[src/rtl/mdr_mem_port.sv]
// Memory data register with its own request/acknowledge bus handshake and wait-state timeout.
// Optional even-parity checking/generation is enabled by defining MDR_MEM_PORT_PARITY_EN.
module mdr_mem_port #(
   parameter int DATA_W  = 16,
   parameter int ADDR_W  = 16,
   parameter int TIMEOUT = 255
) (
   input  logic              clk,
   input  logic              reset,
   input  logic              mdr_write,
   input  logic [DATA_W-1:0] mdr_in,
   input  logic              rd_start,
   input  logic              wr_start,
   input  logic [ADDR_W-1:0] addr,
   output logic [DATA_W-1:0] mdr_out,
   output logic              busy,
   output logic              done,
   output logic              timeout_err,
   output logic              mem_req,
   output logic              mem_we,
   output logic [ADDR_W-1:0] mem_addr,
   output logic [DATA_W-1:0] mem_wdata,
`ifdef MDR_MEM_PORT_PARITY_EN
   input  logic              mem_rpar,
   output logic              par_err,
   output logic              mem_wpar,
`endif
   input  logic              mem_ack,
   input  logic [DATA_W-1:0] mem_rdata
);

   // With the timeout disabled the counter is unused but kept one bit wide.
   localparam int CNT_W = (TIMEOUT > 0) ? $clog2(TIMEOUT + 1) : 1;
   localparam logic [CNT_W-1:0] CNT_LAST = (TIMEOUT > 0) ? CNT_W'(TIMEOUT - 1) : '0;
   localparam logic [CNT_W-1:0] CNT_MAX  = '1;

   typedef enum logic [1:0] {
      IDLE    = 2'd0,
      RD_WAIT = 2'd1,
      WR_WAIT = 2'd2
   } state_t;

   state_t            state_q, state_d;
   logic [CNT_W-1:0]  cnt_q, cnt_d;
   logic [DATA_W-1:0] mdr_q, mdr_d;
   logic              busy_q, busy_d;
   logic              done_q, done_d;
   logic              terr_q, terr_d;
   logic              req_q, req_d;
   logic              we_q, we_d;
   logic [ADDR_W-1:0] addr_q, addr_d;
   logic [DATA_W-1:0] wdata_q, wdata_d;
`ifdef MDR_MEM_PORT_PARITY_EN
   logic              perr_q, perr_d;
   logic              wpar_q, wpar_d;
`endif

   always_ff @(posedge clk) begin
      if (reset) begin
         state_q <= IDLE;
         cnt_q   <= '0;
         mdr_q   <= '0;
         busy_q  <= 1'b0;
         done_q  <= 1'b0;
         terr_q  <= 1'b0;
         req_q   <= 1'b0;
         we_q    <= 1'b0;
         addr_q  <= '0;
         wdata_q <= '0;
`ifdef MDR_MEM_PORT_PARITY_EN
         perr_q  <= 1'b0;
         wpar_q  <= 1'b0;
`endif
      end else begin
         state_q <= state_d;
         cnt_q   <= cnt_d;
         mdr_q   <= mdr_d;
         busy_q  <= busy_d;
         done_q  <= done_d;
         terr_q  <= terr_d;
         req_q   <= req_d;
         we_q    <= we_d;
         addr_q  <= addr_d;
         wdata_q <= wdata_d;
`ifdef MDR_MEM_PORT_PARITY_EN
         perr_q  <= perr_d;
         wpar_q  <= wpar_d;
`endif
      end
   end

   always_comb begin
      state_d = state_q;
      cnt_d   = cnt_q;
      mdr_d   = mdr_q;
      busy_d  = busy_q;
      done_d  = 1'b0;
      terr_d  = terr_q;
      req_d   = req_q;
      we_d    = we_q;
      addr_d  = addr_q;
      wdata_d = wdata_q;
`ifdef MDR_MEM_PORT_PARITY_EN
      perr_d  = perr_q;
      wpar_d  = wpar_q;
`endif
      case (state_q)
         IDLE: begin
            if (mdr_write) mdr_d = mdr_in;
            // A simultaneous read and write request resolves to the read.
            if (rd_start) begin
               addr_d  = addr;
               we_d    = 1'b0;
               req_d   = 1'b1;
               busy_d  = 1'b1;
               cnt_d   = '0;
               state_d = RD_WAIT;
            end else if (wr_start) begin
               addr_d  = addr;
               wdata_d = mdr_write ? mdr_in : mdr_q;
`ifdef MDR_MEM_PORT_PARITY_EN
               wpar_d  = ^(mdr_write ? mdr_in : mdr_q);
`endif
               we_d    = 1'b1;
               req_d   = 1'b1;
               busy_d  = 1'b1;
               cnt_d   = '0;
               state_d = WR_WAIT;
            end
         end
         RD_WAIT, WR_WAIT: begin
            if (mem_ack) begin
               if (state_q == RD_WAIT) begin
                  mdr_d = mem_rdata;
`ifdef MDR_MEM_PORT_PARITY_EN
                  if ((^mem_rdata) != mem_rpar) perr_d = 1'b1;
`endif
               end
               req_d   = 1'b0;
               busy_d  = 1'b0;
               done_d  = 1'b1;
               cnt_d   = '0;
               state_d = IDLE;
            end else if ((TIMEOUT > 0) && (cnt_q == CNT_LAST)) begin
               // This cycle completes TIMEOUT cycles of unanswered request.
               req_d   = 1'b0;
               busy_d  = 1'b0;
               terr_d  = 1'b1;
               cnt_d   = '0;
               state_d = IDLE;
            end else if (cnt_q != CNT_MAX) begin
               cnt_d = cnt_q + CNT_W'(1);
            end
         end
         default: state_d = IDLE;
      endcase
   end

   assign mdr_out     = mdr_q;
   assign busy        = busy_q;
   assign done        = done_q;
   assign timeout_err = terr_q;
   assign mem_req     = req_q;
   assign mem_we      = we_q;
   assign mem_addr    = addr_q;
   assign mem_wdata   = wdata_q;
`ifdef MDR_MEM_PORT_PARITY_EN
   assign par_err     = perr_q;
   assign mem_wpar    = wpar_q;
`endif

endmodule

[config.mk]
export PLATFORM = sky130hd
export DESIGN_NAME = mdr_mem_port
export DESIGN_NICKNAME = d
export VERILOG_FILES = /design/src/rtl/mdr_mem_port.sv
export SDC_FILE = /design/constraint.sdc
export NUM_CORES = 1
export LEC_CHECK = 0
export ABC_AREA = 1
export CORE_MARGIN = 2
export CORE_UTILIZATION = 45
export CTS_CLUSTER_DIAMETER = 50
export DETAILED_ROUTE_END_ITERATION = 8
export GPL_ROUTABILITY_DRIVEN = 0
export PLACE_DENSITY_LB_ADDON = 0.08
export REMOVE_ABC_BUFFERS = 1
export SLEW_MARGIN = 40
export SYNTH_ARGS = -nofsm -noshare
export SYNTH_HDL_FRONTEND = slang
export SYNTH_SLANG_ARGS = --single-unit
[constraint.sdc]
create_clock -name clk -period 1.7 [get_ports clk]
set_input_delay 0.255 -clock clk [delete_from_list [all_inputs] [get_ports clk]]
set_output_delay 0.255 -clock clk [all_outputs]
set_load 0.02 [all_outputs]
Word-level counts from Yosys, hierarchy flattened
Index checks and enable logic that the tools add are counted.
{"block": "totals", "word_cells": 58, "input_bits": 54, "ff_bits": 62}
{"block": "classes", "addsub": 1, "n_eq_ne": 9, "mux": 24, "bitwise_logic": 3, "reduce_logical": 12}
{"cell": "$mux 16", "n": 5}
{"cell": "$mux 8", "n": 5}
{"cell": "$pmux 16 s2", "n": 1}
{"cell": "$pmux 8 s2", "n": 1}
{"cell": "$reduce_and 3->1", "n": 5}
{"cell": "$add 8x1->8 const B", "n": 1}
{"cell": "$eq 8x8->1 const B", "n": 1}
{"cell": "$mux 2", "n": 4}
{"cell": "$ne 8x8->1 const B", "n": 1}
{"cell": "$mux 1", "n": 6}
{"cell": "$ne 3x3->1 const B", "n": 2}
{"cell": "$ne 2x2->1 const B", "n": 2}
{"cell": "$ne 4x4->1 const B", "n": 1}
{"cell": "$pmux 2 s2", "n": 1}
{"cell": "$reduce_and 2->1", "n": 2}
{"cell": "$reduce_bool 2->1", "n": 2}
{"cell": "$reduce_or 2->1", "n": 2}
{"cell": "$not 1->1", "n": 3}
{"cell": "$eq 2x1->1 const B", "n": 1}
{"cell": "$eq 2x2->1 const B", "n": 1}
{"cell": "$logic_not 2->1", "n": 1}
{"cell": "$pmux 1 s2", "n": 1}

Depth between registers and ports, before layout
{"block": "logic_depth", "word_depth": 5, "depth_mapped": 10, "depth_no_buf": 10}

Worst setup path after synthesis
Ideal clock, no wire load.
{"block": "synth_timing", "kind": "reg2reg", "from": "register state_q[0]", "to": "register cnt_q[5]", "synth_period_minus_slack_ps": 1506, "arrival_time_ps": 1442, "stages_incl_launch_ff": 10, "setup_slack_ps": 194, "path_buffers": 0, "required_ps": 1636, "cell_sequence": "dfxtp_1 > inv_1 > ha_1 > inv_2 > nor2_4 > a21boi_1 > nand3_1 > nand2_1 > nand2_1 > nor2_1"}
{"block": "synth_between", "elab_chain_cells": 4, "word_cells_on_any_way": 9, "classes_between": "4 x eq/ne; 1 x mux; 4 x reduce/logical"}
{"element": "from (decl)", "line": "43", "rtl": "state_t state_q, state_d;"}
{"element": "from (signal assigned)", "line": "75", "rtl": "state_q <= state_d;"}
{"element": "$eq 2x1->1 or $eq 2x2->1 (tied branches)", "line": "107", "rtl": "case (state_q)"}
{"element": "$reduce_or 2->1", "line": "107"}
{"element": "$ne 4x4->1 (no source line) or $reduce_bool 2->1 (tied branches)"}
{"element": "$reduce_and 3->1 (no source line)"}
{"element": "to (signal assigned)", "line": "76", "rtl": "cnt_q <= cnt_d;"}
{"element": "to (decl)", "line": "44", "rtl": "logic [CNT_W-1:0] cnt_q, cnt_d;"}
Parallel ways exist; a longest one is shown, timed or not.
A chain may end at the register's enable or synchronous reset.

Worst setup path after layout
{"block": "layout_timing", "from": "register mdr_q[1] (netlist: mdr_out[1])", "to": "output port mdr_out[1]"}
{"element": "from (decl)", "line": "45", "rtl": "logic [DATA_W-1:0] mdr_q, mdr_d;"}
{"element": "from (signal assigned)", "line": "77", "rtl": "mdr_q <= mdr_d;"}
{"element": "to (decl)", "line": "15", "rtl": "output logic [DATA_W-1:0] mdr_out,"}
No word-level cell between the ends.

==> impl_metrics.csv <==
group,metric,value,unit
global_route,grt_overflow_total,0,
sta,finalWorstSetupSlack,0.135,ns
global_route,antenna_found_initial,0,
pwr,peakVddDrop,0.636,mV
cells_and_area,ff_latch_area,0.00124,mm^2
route,ant_nets,0,
logic_synthesis,yosys.area.top_type,"dfxtp_1",
logic_synthesis,synth_enable_flop_cells,0,
sta,fmax,639,MHz
clocking,htree_levels,3,
logic_synthesis,synth-xor-area-share,0,%
sta,slew_viol_final,0,
hold_path,hp-class,"reg -> reg",
cells_and_area,final_net_count,602,
route,vias,3020,
clocking,clockRootBuffer,"clkbuf_8",
cells_and_area,multi_input_area,0.00145,mm^2
pwr,p_comb_share,31.7,%
pwr,intPower,0.00279,W
floorplan,dieArea,0.00721,mm^2
clocking,clkLatencyLatePin,0.33,ns
logic_synthesis,synthArstFlopShare,0,%
placement,placed_area,0.00413,mm^2
critical_path,crit_slowest_cell,"clkdlybuf4s50_1",
status,outcome,"finished clean",
sta,period_share,92.0,%
logic_synthesis,yosys.area_share.adder,2.55,%
sta,rsz0062_at_grt,"yes",
sta,max-slew-margin-rel,83.2,%
pwr,netSwitchingFraction,32.5,%
cells_and_area,instances_no_fill,624,
critical_path,path_cells,"clkdlybuf4s50_1",
pwr,p_clk_share,26.9,%
job,maxCapViolCount,0,
critical_path,cp_data_required_time,1.44,ns
clocking,numCtsBuffers,9,
sta,fin_skew,0.00866,ns
pwr,pwr_density_cell,959,mW/mm^2
placement,post-place-ws,0.0642,ns
logic_synthesis,synth_cell_types,23,
floorplan,num_rows,29,
clocking,path_clk_slew,0.07,ns
logic_synthesis,synth_seq_cells,62,
floorplan,die_w,84.9,um
floorplan,io_pins,107,
critical_path,crit_family,"buffers and inverters",
logic_synthesis,synth_compound_area_share,15.5,%
logic_synthesis,synth_top_area_share,42.1,%
pwr,p_sw,0.00134,W
global_route,grtUsageTotal,21.3,%
clocking,cts.sinks,62,
clocking,cts_tree,"built",
floorplan,initial_core_util,46.4,%
sta,hold_viol_final,0,
critical_path,endpoint_kind,"output port",
pwr,leakagePower,1.79,nW
global_route,grt_pass1_wl,12500,um
sta,post-route-min-period,1.56,ns
route,drt-total-wl,7430,um
critical_path,critPathMaxFanout,3,
logic_synthesis,avgSynthCellArea,6.79,um^2
cells_and_area,areaGrowthSynthToFinish,46.3,%
route,avgViaCountPerCell,4.84,
logic_synthesis,yosysMostFrequentCell,"nor2_1",
critical_path,slowest_delay,0.62,ns
logic_synthesis,synth.area.top_cells,"dfxtp_1 (42%), nor2_1 (13%), nand2_1 (10%)",
logic_synthesis,synth_top_family_by_area,"simple AND/OR/NAND/NOR gates",
critical_path,cp-start-kind,"register",
global_route,grt_max_degree,33,
route,drt-pass1-iter-count,4,
sta,tightest_slew,0.250,ns
floorplan,die_h,84.9,um
logic_synthesis,synth_simple_gate_area_share,31.1,%
global_route,grt_pass1_vias,2821,
logic_synthesis,synth_commonest_cells,"nor2_1 (100), nand2_1 (81), dfxtp_1 (62)",
pwr,p_seq_share,41.4,%
cells_and_area,diodes,0,
cells_and_area,fill_cells,559,
placement,portBuffers,106,
logic_synthesis,synthMuxAreaShare,0,%
critical_path,arrival,1.31,ns
logic_synthesis,yosysSeqAreaShare,42.1,%
logic_synthesis,syn_inst,434,
logic_synthesis,ys_warn_count,0,
logic_synthesis,netlist_area,0.00295,mm^2
critical_path,critPathBufInv,1,
cells_and_area,fin_area,0.00431,mm^2
sta,setup-tns-final,0,ns
route,drt_iter0_drc,100,
cells_and_area,drive_gt1_share,9.32,%
logic_synthesis,synth_ff_type,"dfxtp_1",
sta,setup_viol,0,
floorplan,core,0.00635,mm^2
placement,hpwl,5200,um
placement,dp_cells,608,
route,wl_per_cell,11.9,um
critical_path,critPathKind,"reg -> out",
clocking,cts_buffer_depth,2,
route,drcViolationCount,0,
cells_and_area,postLayoutCoreUtil,67.8,%
power by group through the flow:
stage	sequential, W	combinational (W)	clock, W
after floorplan	0.00191	0.000498	0
after global placement	0.00173	0.00129	0
after detailed placement	0.00174	0.00131	0
after CTS	0.00171	0.00132	0.00115
after global routing	0.00173	0.00144	0.00121
final	0.00171	0.00131	0.00111
logic make-up after synthesis:
logic type,after synthesis
AO/OA/AOI/OAI,86
adder cells (fa/ha/maj),6
buffers and inverters,62
AND/OR/NAND/NOR,218
flip-flops,62
layout make-up:
cell class / count / share of cell area, %
timing repair buffer: 119 / 27.8
inverter: 40 / 3.49
tap: 77 / 2.24
clock inverter: 4 / 0.523
sequential: 62 / 28.9
clock buffer: 12 / 3.37
multi-input combinational: 310 / 33.7
placed cells by master (no fill, tap or decap):
cell	netlist	routed
nand4_4	1	1
clkbuf_8	0	10
clkinvlp_4	0	1
o21ai_1	2	1
ha_1	6	6
nand2_2	3	3
clkbuf_1	10	2
clkinv_2	0	3
clkdlybuf4s50_1	0	106
buf_4	4	10
nor2_1	100	100
nor2_4	3	3
dfxtp_2	0	2
a21oi_1	51	51
dfxtp_1	62	60
inv_1	35	35
o21ai_0	29	29
nor3_1	3	3
a21boi_2	0	1
a31oi_4	1	1
o21ai_2	1	2
nand3_1	19	19
nand2_1	81	81
buf_12	0	3
or2_2	6	6
nand3b_1	2	2
o21a_1	1	1
inv_2	5	5
through the flow:
stage | power [W] | hold WS (ns)
final | 0.00413 | 0.466
after CTS | 0.00418 | 0.468
after detailed placement | 0.00305 | 0.458
after global placement | 0.00302 | 0.453
after global routing | 0.00438 | 0.490
after floorplan | 0.00241 | 0.324
worst register-to-register path: cells and delay by family, from the launching register on:
family	cells	cell delay [ns]
fa+ha+maj	1	0.31
buf+inv	3	0.19
flops	1	0.36
simple gates	5	0.59
metal layers:
| layer | share of wire, % | track usage, % |
|---|---|---|
| met5 | 0 | 0 |
| met4 | 1.1 | 7.79 |
| met3 | 6.1 | 5.35 |
| met1 | 45 | 26.0 |
| met2 | 47 | 36.1 |
sequential cells by signal (all words and copies together) (netlist names):
name,flops
timeout_err,1
mem_wdata,16
state_q,2
mem_req,1
done,1
cnt_q,8
mem_addr,16
mem_we,1
mdr_out,16
final timing paths:
check,depth (start not counted),slack [ns],startpoint,endpoint
min,2,0.47,mem_we$_SDFFE_PP0P_,mem_we$_SDFFE_PP0P_
max,1,0.14,mdr_out[1]$_SDFFE_PP0P_,mdr_out[1]
max reg2reg,9,0.14,state_q[0]$_SDFFE_PP0P_,cnt_q[0]$_SDFFE_PP0P_
min reg2reg,2,0.47,mem_we$_SDFFE_PP0P_,mem_we$_SDFFE_PP0P_
what timing repair did:
action	in CTS	in global routing
endpoints found under the setup margin	0	7
resized for setup	0	3
hold buffers	0	0
setup buffers	0	0
Power figures use the tool's default switching activity.
==> edit 1: new RTL, config.mk and constraints unchanged <==
Re-encode `state_t` (3 states) as one-hot, 3 bits wide.
--- a/src/rtl/mdr_mem_port.sv
+++ b/src/rtl/mdr_mem_port.sv
@@ -34,10 +34,10 @@
    localparam logic [CNT_W-1:0] CNT_LAST = (TIMEOUT > 0) ? CNT_W'(TIMEOUT - 1) : '0;
    localparam logic [CNT_W-1:0] CNT_MAX  = '1;
 
-   typedef enum logic [1:0] {
-      IDLE    = 2'd0,
-      RD_WAIT = 2'd1,
-      WR_WAIT = 2'd2
+   typedef enum logic [2:0] {
+      IDLE    = 3'b001,
+      RD_WAIT = 3'b010,
+      WR_WAIT = 3'b100
    } state_t;
 
    state_t            state_q, state_d;
Function: same outputs for any inputs over 10 cycles, from zero or initial values and one cycle with reset high; not proved beyond that.
==> edit 1 against the unedited design <==
Utilization shrank 0.67 points; worst setup slack lost 18 ps; synthesized area grew 5.1%; sequential share of layout area shrank 0.87 points; die area grew 4.9%; routed wire length grew 2.7%; clock power grew 14%; final area grew 4.8%; worst hold slack lost 0.67 ps; count of clock-buffer cells in the layout is the same; global-route usage shrank 0.62 points; total power grew 27%; sequential cell count grew 1; combinational power grew 59%; highest routed layer unchanged.
==> edit 1: results (changes against the unedited design) <==
status -> completed
Synth Warn # -> 0 (unchanged)
Clock Skews -> 6.74 ps (-1.92 ps)
post-synthesis mux area share -> 0% (unchanged)
1st-iter DRT viols -> 118 (+18%)
critical path peak fanout -> 3 (unchanged)
max incr delay on CP -> 630 ps
vias in the first global route -> 2915 (+3.3%)
Synth Area in Compound Gates -> 16.7% (+1.3 points)
Num CTS Buffers -> 9 (unchanged)
fin cells -> 631 (+1.1%)
area post-placement -> 0.00432 sq mm (+4.4%)
via count -> 3092 (+2.4%)
layout cell share with drive strength beyond 1 -> 14.5% (+5.2 points)
IO Port Bufs -> 106 (unchanged)
number of antenna violations at the first check in global routing -> 0 (unchanged)
Yosys cell types -> 33 (+43%)
Synth Area in Adders -> 0.808% (-1.7 points)
largest net degree at the start of global routing -> 41 (+24%)
Worst EP arrival -> 1330 ps (+20 ps)
xor and xnor area share after synthesis -> 0% (unchanged)
clock-pin slew on the worst setup and hold paths -> 60 ps
Worst Max-Slew Pin Slew -> 363 ps (+113 ps)
most instantiated cells after synthesis -> nor2_1, nand2_1, dfxtp_1, o21ai_0, inv_1
Antenna diodes -> 0 (unchanged)
register area -> 0.00126 sq mm (+1.6%)
pre-CTS setup slack -> 79.5 ps (+15.3 ps)
worst skew pair latency -> 330 ps (about the same)
buffers inserted by post-CTS timing repair -> 0 (unchanged)
syn avg cell area -> 7.22 sq um (+6.4%)
Async SR Flop Fraction -> 0% (unchanged)
htree depth -> 3 (unchanged)
hpwl dp -> 5460 um (+5.0%)
slowest CP cell -> clkdlybuf4s50_1
switching power -> 1.86 mW (+39%)
Placed Instances -> 615 (+1.2%)
Top FF cell, synth -> dfxtp_1
Synth area leaders -> dfxtp_1, nor2_1, nand2_1
GRT Util Overall -> 20.6% (-0.62 points)
sequential share of the synthesized area -> 40.7% (-1.4 points)
Bufs on Longest Clock Path -> 2 (unchanged)
drt total wl -> 7620 um (+2.7%)
number of filler cells placed in the layout -> 605 (+8.2%)
cell family with most CP delay -> buffers and inverters
DR pass1 iterations -> 4 (unchanged)
peak supply drop -> 0.000544 V (-14%)
Pleak -> 1.85 nW (+3.1%)
CTS root buf -> clkbuf_8
global-route wire length before repair -> 12500 um (-0.11%)
nets -> 602 (unchanged)
Hold Crit Class -> reg2reg
==> edit 1: cell count changes after synthesis, moves of 4 or more <==
cell      unedited run  this run
nor2_2               0         6
a21oi_1             51        26
o21ai_0             29        34
nand2_1             81        77
ha_1                 6         2
or2_2                6         1
nor2_1             100       107
a211oi_2             0        13
clkbuf_1            10         4
buf_6                0         7
inv_1               35        31
==> edit 1: timing repair <==
action / in CTS / in global routing
setup endpoints to repair: 0 / 5
endpoints found under the hold margin: 0 / 0
resized for setup: 0 / 3
==> edit 1: power by group through the flow <==
stage	sequential [mW]	combinational [mW]	clock [mW]
after floorplan	2.19	0.883	0
after global placement	1.91	2.04	0
after detailed placement	1.92	2.09	0
after CTS	1.89	2.10	1.30
after global routing	1.92	2.29	1.37
final	1.89	2.08	1.27
==> edit 1: path summary, 6_finish.rpt <==
kind | start | end | slack, ps | depth (start not counted)
max | mem_req$_SDFFE_PP0P_ | mem_req | 120 | 1
min | mem_we$_SDFFE_PP0P_ | mem_we$_SDFFE_PP0P_ | 470 | 2
max reg2reg | cnt_q[0]$_SDFFE_PP0P_ | cnt_q[7]$_SDFFE_PP0P_ | 210 | 10
min reg2reg | mem_we$_SDFFE_PP0P_ | mem_we$_SDFFE_PP0P_ | 470 | 2
==> edit 1: metal layers <==
metal | routed length [um] | share of wire (%) | up-vias | global-route usage [%]
met5 | 0 | 0 | - | 0
met2 | 3610 | 47 | 96 | 35.7
met3 | 623 | 8.2 | 8 | 7.20
li1 | - | - | 1601 | -
met4 | 91 | 1.2 | 0 | 6.25
met1 | 3300 | 43 | 1387 | 23.8
==> edit 1: area by class of cell <==
| cell class | instances | area share [%] |
|---|---|---|
| Clock inverter | 4 | 0.998 |
| Multi-Input combinational cell | 306 | 34.0 |
| Timing Repair Buffer | 128 | 28.3 |
| Tap cell | 80 | 2.22 |
| Inverter | 38 | 3.33 |
| Sequential cell | 63 | 28.0 |
| Clock buffer | 12 | 3.22 |
==> edit 1: cell families (layout without fill, tap and decap cells) <==
| family | Yosys count | in the layout |
|---|---|---|
| fa+ha+maj | 2 | 2 |
| flops | 63 | 63 |
| simple gates | 225 | 225 |
| buf+inv | 60 | 182 |
| compound gates | 79 | 79 |
==> edit 2: new RTL, config.mk and constraints unchanged <==
Made on the original files. Build with the macro `MDR_MEM_PORT_PARITY_EN` defined.
--- a/src/rtl/mdr_mem_port.sv
+++ b/src/rtl/mdr_mem_port.sv
@@ -1,5 +1,7 @@
 // Memory data register with its own request/acknowledge bus handshake and wait-state timeout.
 // Optional even-parity checking/generation is enabled by defining MDR_MEM_PORT_PARITY_EN.
+`define MDR_MEM_PORT_PARITY_EN
+
 module mdr_mem_port #(
    parameter int DATA_W  = 16,
    parameter int ADDR_W  = 16,
Ports: changed (added mem_rpar, mem_wpar and par_err); port bits go from 107 to 110. The function was not compared with the original's and may differ.
==> edit 2 against the unedited design <==
Count of clock-buffer cells in the layout fell by 2; utilization rose by 0.22 points; final cell count grew 33%; worst setup slack got worse by 79 ps; synthesized area rose by 24%; final area increased by 23%; synthesized cell count grew 35%; sequential cell count increased by 2; routed wire length rose by 39%; first-iteration DRC count increased by 100%; clock skew rose by 2.2 ps; total power increased by 16%; non-clock buffer count increased by 36.
==> edit 2: results (changes against the unedited design) <==
DR pass1 iterations -> 4 (unchanged)
top-count cell post-synth -> nand2_1
area post-placement -> 0.00507 sq mm (+23%)
switching power -> 1.72 mW (+28%)
largest net degree at the start of global routing -> 33 (unchanged)
post-synthesis mux area share -> 0% (unchanged)
clock-pin slew on the worst setup and hold paths -> 80 ps
layout cell share with drive strength beyond 1 -> 12.6% (+3.3 points)
peak supply drop -> 0.000407 V (-36%)
routed wire length per instance -> 12.4 um (+4.4%)
Synth area leaders -> dfxtp_1, nand2_1, o21ai_0
htree depth -> 3 (unchanged)
Yosys cell types -> 34 (+48%)
number of filler cells placed in the layout -> 707 (+26%)
Clock Skews -> 10.9 ps (+2.20 ps)
Clock power frac -> 24.3% (-2.6 points)
vias in the first global route -> 3844 (+36%)
critical path peak fanout -> 8 (+5)
Synth Area in Adders -> 2.06% (-0.49 points)
Slew HR -> 79.5% (-3.6 points)
1st-iter DRT viols -> 203 (+100%)
GRT Util Overall -> 24.1% (+2.9 points)
buffers inserted by post-CTS timing repair -> 0 (unchanged)
worst skew pair latency -> 340 ps
Bufs on Longest Clock Path -> 2 (unchanged)
Flop+latch power -> 1.80 mW (+5%)
max incr delay on CP -> 340 ps (-280 ps)
Top FF cell, synth -> dfxtp_1
IO Port Bufs -> 109 (+2.8%)
status -> completed
cts repair resizes -> 2 (+2)
slowest CP cell -> dfxtp_2
Antenna diodes -> 0 (unchanged)
Synth Area in Compound Gates -> 16.2% (+0.72 points)
cell family with most CP delay -> simple AND/OR/NAND/NOR gates
hpwl dp -> 7430 um (+43%)
Num CTS Buffers -> 9 (unchanged)
Async SR Flop Fraction -> 0% (unchanged)
Worst EP arrival -> 1880 ps (+570 ps)
most instantiated cells after synthesis -> nand2_1, dfxtp_1, inv_1, o21ai_0, nor2_1
sequential share of the synthesized area -> 35.1% (-7.0 points)
via count -> 4062 (+35%)
Pleak -> 2.49 nW (+39%)
CTS root buf -> clkbuf_8
xor and xnor area share after synthesis -> 2.40% (+2.4 points)
Hold Crit Class -> reg2reg
number of antenna violations at the first check in global routing -> 0 (unchanged)
global-route wire length before repair -> 17200 um (+37%)
nets -> 784 (+30%)
Synth Warn # -> 0 (unchanged)
edit 2: cell count changes in the layout (fill, tap and decap cells not counted), moves of 6 or more:
cell / delta
nand3_1: -7
o21ai_0: +19
inv_1: +20
o21ai_1: +8
a21oi_1: -27
nand2_1: +151
buf_4: +31
nor2_1: -56
a31oi_1: +17
or2_2: -6
edit 2: final cells by class:
class,count,area share (%)
Multi-Input combinational cell,428,37.7
Timing Repair Buffer,155,27.8
Sequential cell,64,24.2
Inverter,65,4.73
Clock buffer,10,2.59
Tap cell,102,2.40
Clock inverter,6,0.659
edit 2: tightest hold or removal path: stages (launching register included):
cell	delay [ps]
dfxtp_1	320
inv_1	50
a21oi_1	50
edit 2: metal layers:
layer	vias to the layer above	share of wire, %	track usage (%)
met4	0	1.6	9.06
met2	129	50	42.2
li1	2102	-	-
met5	-	0	0
met1	1818	43	29.7
met3	13	5.7	3.77
edit 2: final timing paths:
path	end	from	cells past startpoint	slack [ps]
setup / recovery	cnt_q[2]$_SDFFE_PP0P_	state_q[0]$_SDFFE_PP0P_	12	60
setup reg to reg	cnt_q[2]$_SDFFE_PP0P_	state_q[0]$_SDFFE_PP0P_	12	60
hold reg to reg	par_err$_SDFFE_PP0P_	par_err$_SDFFE_PP0P_	2	460
hold / removal	par_err$_SDFFE_PP0P_	par_err$_SDFFE_PP0P_	2	460
edit 2: per-stage QoR:
step / worst slack [ps] / cells / total power [mW] / utilization, %
final: 56.9 / 830 / 4.78 / 68.1
after global routing: -54.8 / 830 / 5.10 / 68.1
after CTS: 4.66 / 827 / 4.78 / 67.2
after detailed placement: -360 / 811 / 3.61 / 64.9
after global placement: -306 / 811 / 3.57 / 64.9
after floorplan: -559 / 557 / 2.73 / -
